`config.mk`:
```
export PLATFORM = sky130hd
export DESIGN_NAME = axi4lite_regbank_responder
export DESIGN_NICKNAME = d
export VERILOG_FILES = /design/src/rtl/axi4lite_regbank_responder.sv
export SDC_FILE = /design/constraint.sdc
export NUM_CORES = 1
export LEC_CHECK = 0
export ABC_CLOCK_PERIOD_IN_PS = 2400
export BUFFER_PORTS_ARGS = -buffer_cell sky130_fd_sc_hd__buf_2
export CAP_MARGIN = 5
export CORE_MARGIN = 1
export CORE_UTILIZATION = 48
export DETAILED_ROUTE_END_ITERATION = 10
export HOLD_SLACK_MARGIN = 0.03
export PLACE_DENSITY_LB_ADDON = 0.2
export SLEW_MARGIN = 40
export SYNTH_ARGS = -nofsm -noshare
export SYNTH_HDL_FRONTEND = slang
export SYNTH_SLANG_ARGS = --single-unit
```
`constraint.sdc`:
```
create_clock -name ACLK -period 2.4 [get_ports ACLK]
set_clock_uncertainty 0.1 [all_clocks]
set_input_delay 0 -clock ACLK [delete_from_list [all_inputs] [get_ports ACLK]]
set_output_delay 0 -clock ACLK [all_outputs]
set_load 0.01 [all_outputs]
```
`src/rtl/axi4lite_regbank_responder.sv`:
```
// -----------------------------------------------------------------------------
// axi4lite_regbank_responder
//
// AXI4-Lite subordinate that terminates the AW/W/B/AR/R channels in a
// word-addressed register bank. Registers 0..NUM_REGS-2 are read/write. The
// top index (NUM_REGS-1) is a read-only view of the hw_status input.
// Out-of-range accesses and writes to the status index complete with SLVERR.
//
// Ports
//   ACLK, ARESET          clock (rising edge), synchronous active-high reset
//   AW*/W*/B*             write address, write data and write response channels
//   AR*/R*                read address and read data channels
//   hw_status             value returned for reads of index NUM_REGS-1
//   reg_wr_pulse          1-cycle pulse on every OKAY register write
//   reg_wr_idx            index written, valid while reg_wr_pulse=1
//   reg_flat              registers concatenated, reg0 in LSBs, top = hw_status
// -----------------------------------------------------------------------------
module axi4lite_regbank_responder #(
    parameter int DATA_WIDTH = 32,
    parameter int ADDR_WIDTH = 6,
    parameter int NUM_REGS   = 12
) (
    input  logic                           ACLK,
    input  logic                           ARESET,
    input  logic [ADDR_WIDTH-1:0]          AWADDR,
    input  logic                           AWVALID,
    output logic                           AWREADY,
    input  logic [DATA_WIDTH-1:0]          WDATA,
    input  logic                           WVALID,
    output logic                           WREADY,
    output logic [1:0]                     BRESP,
    output logic                           BVALID,
    input  logic                           BREADY,
    input  logic [ADDR_WIDTH-1:0]          ARADDR,
    input  logic                           ARVALID,
    output logic                           ARREADY,
    output logic [DATA_WIDTH-1:0]          RDATA,
    output logic [1:0]                     RRESP,
    output logic                           RVALID,
    input  logic                           RREADY,
    input  logic [DATA_WIDTH-1:0]          hw_status,
    output logic                           reg_wr_pulse,
    output logic [ADDR_WIDTH-3:0]          reg_wr_idx,
    output logic [NUM_REGS*DATA_WIDTH-1:0] reg_flat
);

    localparam int                IDX_W       = ADDR_WIDTH - 2;
    localparam logic [IDX_W-1:0]  STATUS_IDX  = IDX_W'(NUM_REGS - 1);
    localparam logic [1:0]        RESP_OKAY   = 2'b00;
    localparam logic [1:0]        RESP_SLVERR = 2'b10;

    typedef enum logic {W_IDLE, W_RESP} w_state_t;
    typedef enum logic {R_IDLE, R_DATA} r_state_t;

    // Byte-lane bits of the addresses carry no information for word access.
    logic unused_addr_bits;
    assign unused_addr_bits = ^{AWADDR[1:0], ARADDR[1:0]};

    logic [DATA_WIDTH-1:0] regs [NUM_REGS-1];

    // -------------------------------------------------------------------------
    // Write path
    // -------------------------------------------------------------------------
    w_state_t              w_state, w_next;
    logic                  aw_held, w_held;
    logic [IDX_W-1:0]      aw_idx_q;
    logic [DATA_WIDTH-1:0] w_data_q;
    logic                  aw_hs, w_hs, commit, wr_ok;
    logic [IDX_W-1:0]      wr_idx;
    logic [DATA_WIDTH-1:0] wr_data;

    assign BVALID  = (w_state == W_RESP);
    assign AWREADY = !ARESET && !aw_held && !BVALID;
    assign WREADY  = !ARESET && !w_held && !BVALID;
    assign aw_hs   = AWVALID && AWREADY;
    assign w_hs    = WVALID && WREADY;

    // A handshake in the current cycle counts as "held", so a same-cycle AW+W
    // commits on this edge and BVALID rises one cycle after the handshake.
    assign wr_idx  = aw_held ? aw_idx_q : AWADDR[ADDR_WIDTH-1:2];
    assign wr_data = w_held ? w_data_q : WDATA;
    assign commit  = (w_state == W_IDLE) && (aw_held || aw_hs) && (w_held || w_hs);
    assign wr_ok   = (wr_idx < STATUS_IDX);

    always_ff @(posedge ACLK) begin
        // NOTE: sequential state uses non-blocking assignments so every flop
        // samples the pre-edge values, independent of block ordering.
        if (ARESET) w_state <= W_IDLE;
        else        w_state <= w_next;
    end

    always_comb begin
        // NOTE: default assignment first so no path leaves w_next unassigned,
        // which would otherwise infer a latch.
        w_next = w_state;
        case (w_state)
            W_IDLE: if (commit) w_next = W_RESP;
            W_RESP: if (BREADY) w_next = W_IDLE;
            default: w_next = W_IDLE;
        endcase
    end

    always_ff @(posedge ACLK) begin
        if (ARESET) begin
            aw_held      <= 1'b0;
            w_held       <= 1'b0;
            aw_idx_q     <= '0;
            w_data_q     <= '0;
            BRESP        <= RESP_OKAY;
            reg_wr_pulse <= 1'b0;
            reg_wr_idx   <= '0;
            // NOTE: the bank is small and its reset value is architecturally
            // visible, so it is flop-based and cleared rather than a RAM.
            for (int i = 0; i < NUM_REGS - 1; i++) regs[i] <= '0;
        end else begin
            reg_wr_pulse <= 1'b0;
            if (commit) begin
                aw_held <= 1'b0;
                w_held  <= 1'b0;
                BRESP   <= wr_ok ? RESP_OKAY : RESP_SLVERR;
                if (wr_ok) begin
                    reg_wr_pulse <= 1'b1;
                    reg_wr_idx   <= wr_idx;
                    for (int i = 0; i < NUM_REGS - 1; i++) begin
                        if (wr_idx == IDX_W'(i)) regs[i] <= wr_data;
                    end
                end
            end else begin
                if (aw_hs) begin
                    aw_held  <= 1'b1;
                    aw_idx_q <= AWADDR[ADDR_WIDTH-1:2];
                end
                if (w_hs) begin
                    w_held   <= 1'b1;
                    w_data_q <= WDATA;
                end
            end
        end
    end

    // -------------------------------------------------------------------------
    // Read path (independent of the write path; a read in the commit cycle
    // sees the pre-write register value)
    // -------------------------------------------------------------------------
    r_state_t              r_state, r_next;
    logic                  ar_hs;
    logic [IDX_W-1:0]      ar_idx;
    logic [DATA_WIDTH-1:0] rd_data;
    logic [1:0]            rd_resp;

    assign RVALID  = (r_state == R_DATA);
    assign ARREADY = !ARESET && !RVALID;
    assign ar_hs   = ARVALID && ARREADY;
    assign ar_idx  = ARADDR[ADDR_WIDTH-1:2];

    always_ff @(posedge ACLK) begin
        if (ARESET) r_state <= R_IDLE;
        else        r_state <= r_next;
    end

    always_comb begin
        r_next = r_state;
        case (r_state)
            R_IDLE: if (ar_hs)  r_next = R_DATA;
            R_DATA: if (RREADY) r_next = R_IDLE;
            default: r_next = R_IDLE;
        endcase
    end

    always_comb begin
        rd_data = '0;
        rd_resp = RESP_OKAY;
        if (ar_idx > STATUS_IDX) begin
            rd_resp = RESP_SLVERR;
        end else if (ar_idx == STATUS_IDX) begin
            rd_data = hw_status;
        end else begin
            for (int i = 0; i < NUM_REGS - 1; i++) begin
                if (ar_idx == IDX_W'(i)) rd_data = regs[i];
            end
        end
    end

    always_ff @(posedge ACLK) begin
        if (ARESET) begin
            RDATA <= '0;
            RRESP <= RESP_OKAY;
        end else if (ar_hs) begin
            RDATA <= rd_data;
            RRESP <= rd_resp;
        end
    end

    // -------------------------------------------------------------------------
    // Flattened register view for local logic
    // -------------------------------------------------------------------------
    for (genvar g = 0; g < NUM_REGS - 1; g++) begin : g_flat
        assign reg_flat[g*DATA_WIDTH +: DATA_WIDTH] = regs[g];
    end
    assign reg_flat[(NUM_REGS-1)*DATA_WIDTH +: DATA_WIDTH] = hw_status;

endmodule

```
Word level (Yosys, flattened, before mapping)
Memory sizes are Yosys's and may differ from the RTL's.
Cells that the tools add are included.
Storage, ports and cells
  flip-flop bits (word level): 81
  bits in writable memories: 352
  input bits: 83
  output and inout bits: 430
  word-level logic and storage cells: 165
  memories: 1
Memory list
  regs: depth 11, width 32, read ports 11, clocked after memory_dff 0, write ports 11, line 59  | logic [DATA_WIDTH-1:0] regs [NUM_REGS-1];
Operators by class
  $lt $le $gt $ge: 2
  eq/ne operators: 21
  multiplexer cells: 92
  bitwise logic cells: 14
  reduce and logical (&&, ||, !) cells: 24
Operator list (number)
  $mux W32: 25
  $mux W1: 62
  $eq A4 B3 Y1 const B: 8
  $eq A4 B4 Y1 const B: 7
  $eq A4 B2 Y1 const B: 4
  $or A1 B1 Y1: 11
  $logic_and A1 B1 Y1: 10
  $eq A4 B1 Y1 const B: 2
  $logic_not A4 Y1: 2
  $reduce_and A2 Y1: 3
  $logic_not A1 Y1: 5
  $gt A4 B4 Y1 const B: 1
  $lt A4 B4 Y1 const B: 1
  $mux W2: 2
  $mux W4: 1
  $pmux W1 S2: 2
  $reduce_or A2 Y1: 2
  $not A1 Y1: 3
  $logic_or A1 B1 Y1: 2

Longest topological paths before layout
  depth after elaboration: 14
  depth in mapped cells: 9
  mapped depth without buffers: 5

Least setup slack after synthesis
OpenSTA, ideal clock, no wires.
  path kind: register -> register
  from: reg aw_held
  to: mem regs[8][0] (enable)
  setup time: 0.478 ns
  data arrival time: 1.987 ns
  data required time: 1.822 ns
  setup slack: -0.165 ns
  cell stages (with the launch flop): 7
  path buffers: 2
  period minus slack after synthesis: 2.565 ns
  path through: dfxtp_1 buf_2 o221ai_1 nor2_1 nand2_1 clkbuf_1 nand2_1
RTL lines
  start, declared: line 65  | logic aw_held, w_held;
  start signal, assigned: line 105  | aw_held <= 1'b0;
  start signal, assigned: line 118  | aw_held <= 1'b0;
  start signal, assigned: line 130  | aw_held <= 1'b1;
  end, declared: line 59

Final worst setup path
  from: reg w_state (netlist: BVALID)
  to: reg w_data_q[28]
On the way
  longest elaborated chain between the ends: 8
  elaborated cells on any way between the ends: 12
  classes of those cells: bitwise: 2; reduce/logical: 10
RTL lines
  start, declared: line 64  | w_state_t w_state, w_next;
  start signal, assigned: line 89  | else w_state <= w_next;
  $logic_not A1 Y1: line 73, 74
  $logic_and A1 B1 Y1: line 73  | assign AWREADY = !ARESET && !aw_held && !BVALID;
  $logic_and A1 B1 Y1: line 75  | assign aw_hs = AWVALID && AWREADY;
  $logic_or A1 B1 Y1: line 82  | assign commit = (w_state == W_IDLE) && (aw_held || aw_hs) && (w_held || w_hs);
  $logic_and A1 B1 Y1 (2 in a row): line 82
  $not A1 Y1 (no source line)
  $reduce_and A2 Y1 (no source line) (*)
  end signal, assigned: line 108  | w_data_q <= '0;
  end signal, assigned: line 135  | w_data_q <= WDATA;
  end, declared: line 67  | logic [DATA_WIDTH-1:0] w_data_q;
Mark *: on every way between the ends. The rest lies on a longest branch, timed or not.
A chain may end at the register's enable or synchronous reset.

==> run_summary.xml <==
<?xml version="1.0" encoding="UTF-8"?>
<metrics>
  <group name="placement">
    <metric name="numPortBuffers" unit="">506</metric>
    <metric name="gp_congestion" unit="">0.956</metric>
    <metric name="placedInstanceArea" unit="sq um">23200</metric>
    <metric name="place.detailed.hpwl" unit="um">56300</metric>
    <metric name="numPlacedInstances" unit="">2821</metric>
  </group>
  <group name="clock_network">
    <metric name="h-tree-depth" unit="">2</metric>
    <metric name="tritoncts" unit="">yes</metric>
    <metric name="clk_pin_slew_worst_paths" unit="ns">0.06</metric>
    <metric name="clk-insertion-delay-late" unit="ns">0.58</metric>
    <metric name="cts-root-buf" unit="">clkbuf_16</metric>
    <metric name="cts_buffer_depth" unit="">3</metric>
    <metric name="tritoncts_num_sinks" unit="">431</metric>
    <metric name="numCtsBuffers" unit="">45</metric>
  </group>
  <group name="pwr">
    <metric name="power_density" unit="nW/um^2">689</metric>
    <metric name="static-leakage-power" unit="nW">10.7</metric>
    <metric name="p_int" unit="mW">13.1</metric>
    <metric name="share_seq_of_total_power" unit="">0.486</metric>
    <metric name="swShare" unit="">0.262</metric>
    <metric name="p_clk_frac" unit="">0.382</metric>
    <metric name="power_switching" unit="mW">4.65</metric>
    <metric name="power" unit="mW">17.7</metric>
    <metric name="comb_power_share" unit="">0.132</metric>
    <metric name="peakVddDrop" unit="mV">0.519</metric>
  </group>
  <group name="route">
    <metric name="dr.first_iter.drc_count" unit="">2207</metric>
    <metric name="finalWirelength" unit="um">80800</metric>
    <metric name="postRouteAntennaNets" unit="">0</metric>
    <metric name="drtPass1Iterations" unit="">9</metric>
    <metric name="detailroute.via_count" unit="">18100</metric>
    <metric name="via_per_inst" unit="">6.02</metric>
    <metric name="route.detailed.wl_per_inst" unit="um">26.8</metric>
    <metric name="drc" unit="">0</metric>
  </group>
  <group name="sta">
    <metric name="report.final.slew_viol_count" unit="">0</metric>
    <metric name="layout_min_cycle_time" unit="ns">2.19</metric>
    <metric name="finalHoldWorstSlack" unit="ns">0.0795</metric>
    <metric name="timing_hold_violations_final" unit="">0</metric>
    <metric name="finalCritPeriodShare" unit="">0.913</metric>
    <metric name="grt_setup_unrepaired" unit="">no</metric>
    <metric name="worst_slew_margin_rel" unit="">0.486</metric>
    <metric name="setup_viol" unit="">0</metric>
    <metric name="actual_transition_at_the_worst_max_transition_pin" unit="ns">0.769</metric>
    <metric name="fmaxAchievable" unit="MHz">456</metric>
  </group>
  <group name="critical_path">
    <metric name="r2r-end" unit="">w_data_q[28]</metric>
    <metric name="critPathMaxStageDelay" unit="ns">0.62</metric>
    <metric name="ff2ff_setup_slack" unit="ns">0.21</metric>
    <metric name="critPathSlowestCell" unit="">dlygate4sd3_1</metric>
    <metric name="crit_chain" unit="">nor3_1, buf_4, nand3_2, buf_4, nand2_1, a21oi_1, dlygate4sd3_1</metric>
    <metric name="start_kind" unit="">flip-flop</metric>
    <metric name="worstPathArrival" unit="ns">2.55</metric>
    <metric name="worstSetupEndpointType" unit="">flip-flop</metric>
    <metric name="regToRegStartpoint" unit="">BVALID</metric>
    <metric name="crit_buf_inv" unit="">3</metric>
    <metric name="path_class" unit="">flip-flop to flip-flop</metric>
    <metric name="crit_family" unit="">buffers and inverters</metric>
    <metric name="startpoint" unit="">BVALID</metric>
    <metric name="crit_required" unit="ns">2.76</metric>
    <metric name="worst-r2r-cell-count" unit="">7</metric>
    <metric name="critPathMaxFanout" unit="">32</metric>
    <metric name="timing.critical_path.mode_cell" unit="">buf_4</metric>
  </group>
  <group name="grt">
    <metric name="grt_remaining_overflow" unit="">0</metric>
    <metric name="gr-usage-all-layers" unit="">0.377</metric>
    <metric name="grt_first_pass_wirelength" unit="um">114000</metric>
    <metric name="number_of_global_route_vias_before_repair" unit="">17400</metric>
    <metric name="antenna_found_initial" unit="">0</metric>
    <metric name="grt_start_max_net_pins" unit="">50</metric>
  </group>
  <group name="logic_synthesis">
    <metric name="syn-cell-area" unit="sq um">19800</metric>
    <metric name="ys_ff_latch" unit="">431</metric>
    <metric name="syn_inst" unit="">1875</metric>
    <metric name="yosys.cell_count.top_type" unit="">nor2_1</metric>
    <metric name="post_synthesis_xor_xnor_area_fraction" unit="">0</metric>
    <metric name="synth_warnings" unit="">0</metric>
    <metric name="synth_top_family_by_area" unit="">compound AO/OA/AOI/OAI gates</metric>
    <metric name="synth_edf_count" unit="">352</metric>
    <metric name="synth.cells.most_frequent" unit="">nor2_1 (409), edfxtp_1 (352), nand2_1 (168)</metric>
    <metric name="synth_area_per_cell" unit="sq um">10.6</metric>
    <metric name="post_synthesis_compound_gate_area_fraction" unit="">0.144</metric>
    <metric name="synth_seq_area_share" unit="">0.612</metric>
    <metric name="post_synth_main_area_contributors" unit="">edfxtp_1 (53%), dfxtp_1 (8.0%), nor2_1 (7.7%), mux2_2 (4.0%), o21ai_0 (3.6%)</metric>
    <metric name="synthMuxAreaShare" unit="">0.0495</metric>
    <metric name="ys_dominant_reg_cell" unit="">edfxtp_1</metric>
    <metric name="async_reset_ff_frac" unit="">0</metric>
    <metric name="synth_top_area_share" unit="">0.533</metric>
    <metric name="synth_largest_area_cell" unit="">edfxtp_1</metric>
    <metric name="synth_adder_area_share" unit="">0</metric>
    <metric name="simple_logic_cell_fraction_of_the_synthesized_area" unit="">0.135</metric>
    <metric name="ys_types" unit="">58</metric>
  </group>
  <group name="cells_and_area">
    <metric name="layout-drive-gt1-share" unit="">0.321</metric>
    <metric name="design_area" unit="sq um">25700</metric>
    <metric name="area_growth" unit="%">29.7</metric>
    <metric name="nets" unit="">2531</metric>
    <metric name="postLayoutCoreUtil" unit="">0.630</metric>
    <metric name="nFillCells" unit="">3358</metric>
    <metric name="instances_no_fill" unit="">3016</metric>
  </group>
  <group name="die">
    <metric name="floorplan.io_pins" unit="">513</metric>
    <metric name="coreArea" unit="sq um">40800</metric>
    <metric name="die_height" unit="um">205</metric>
    <metric name="full_die_area" unit="sq um">42200</metric>
    <metric name="die_width" unit="um">205</metric>
    <metric name="row_count" unit="">74</metric>
    <metric name="initial_standard_cell_utilization_of_the_core" unit="">0.486</metric>
  </group>
  <group name="run">
    <metric name="maxCapViolations" unit="">0</metric>
  </group>
  <group name="hold_path">
    <metric name="holdPathStages" unit="">4</metric>
    <metric name="holdCritStartpoint" unit="">ARADDR[5]</metric>
    <metric name="holdCritPathClass" unit="">input port to flip-flop</metric>
    <metric name="timing.hold.worst_endpoint" unit="">RDATA[2]</metric>
  </group>
  <group name="run_status">
    <metric name="run_status" unit="">finished, final reports clean</metric>
  </group>
</metrics>
==> power groups by stage <==
stage,Clock (mW),Combinational (mW),Sequential [mW]
after floorplan,0,1.02,8.84
after global placement,0,2.13,8.76
after detailed placement,0,2.15,8.77
after CTS,6.79,2.28,8.61
after global routing,7.09,2.46,8.64
final,6.77,2.34,8.62
==> worst max path at each step <==
stage / to / cells after the start
2_1_floorplan: regs[8][0] / 6
6_report: w_data_q[28] / 7
4_1_cts: w_data_q[9] / 6
3_5_place_dp: regs[2][12] / 8
3_3_place_gp: RDATA[4] / 6
5_1_grt: aw_idx_q[0] / 6
==> layout make-up <==
cell class / count / area [sq um] / share of cell area
timing repair buffer: 729 / 4730 / 0.184
multi-input combinational: 1200 / 6640 / 0.258
sequential: 431 / 12200 / 0.472
clock buffer: 62 / 1240 / 0.0482
clock inverter: 20 / 153 / 0.00593
tap: 532 / 666 / 0.0259
antenna: 1 / 2.50 / 0.0000972
inverter: 41 / 154 / 0.00598
==> metal layers <==
layer	GRT usage	routed length, um
met1	0.484	29700
met2	0.592	37200
met3	0.100	10100
met4	0.182	3840
met5	0	0
==> worst reg2reg max path, delay by kind of cell, from the launching register on <==
family	cells	cell delay (ns)
DFF	1	0.37
and+or+nand+nor	3	0.49
buffers and inverters	3	1.06
AOI/OAI and AO/OA	1	0.07
==> registers in the layout (all words and copies together) (netlist names), 4 cells and up <==
name and flops:
regs 352, RDATA 32, w_data_q 32, aw_idx_q 4, reg_wr_idx 4
==> cells by family (layout without fill, tap and decap cells) <==
family	Yosys count	in the layout
mux	88	88
flops	431	431
simple gates	658	658
other cells	1	3
compound gates	452	452
buf+inv	245	852
==> per-stage QoR <==
step,TNS [ns],worst slack (ns)
finish,0,0.209
global route,0,0.129
CTS,0,0.110
detailed placement,0,0.322
global placement,0,0.373
floorplan,-45.40,-0.165
==> timing repair <==
action,4_1_cts,5_1_grt
endpoints found under the setup margin,0,22
endpoints found under the hold margin,108,0
hold buffers,112,0
buffers inserted,0,0
gates resized for setup,0,1
==> cells in the final DEF, fill, tap and decap left out, types with 12 or more instances in the layout <==
| cell type | n |
|---|---|
| nor3_1 | 12 |
| o31a_1 | 20 |
| buf_4 | 93 |
| o21ai_0 | 141 |
| a21oi_1 | 134 |
| a21o_1 | 22 |
| mux2i_1 | 16 |
| or3_1 | 21 |
| dfxtp_1 | 78 |
| o2bb2ai_1 | 20 |
| edfxtp_1 | 352 |
| nor2_1 | 408 |
| buf_12 | 19 |
| nand2_1 | 147 |
| inv_1 | 39 |
| nand2_2 | 21 |
| dlygate4sd3_1 | 112 |
| mux2_2 | 71 |
| clkbuf_16 | 46 |
| buf_2 | 504 |
| a22oi_1 | 22 |
| a222oi_1 | 19 |
| clkbuf_1 | 13 |
(Power assumes the default switching activity.)
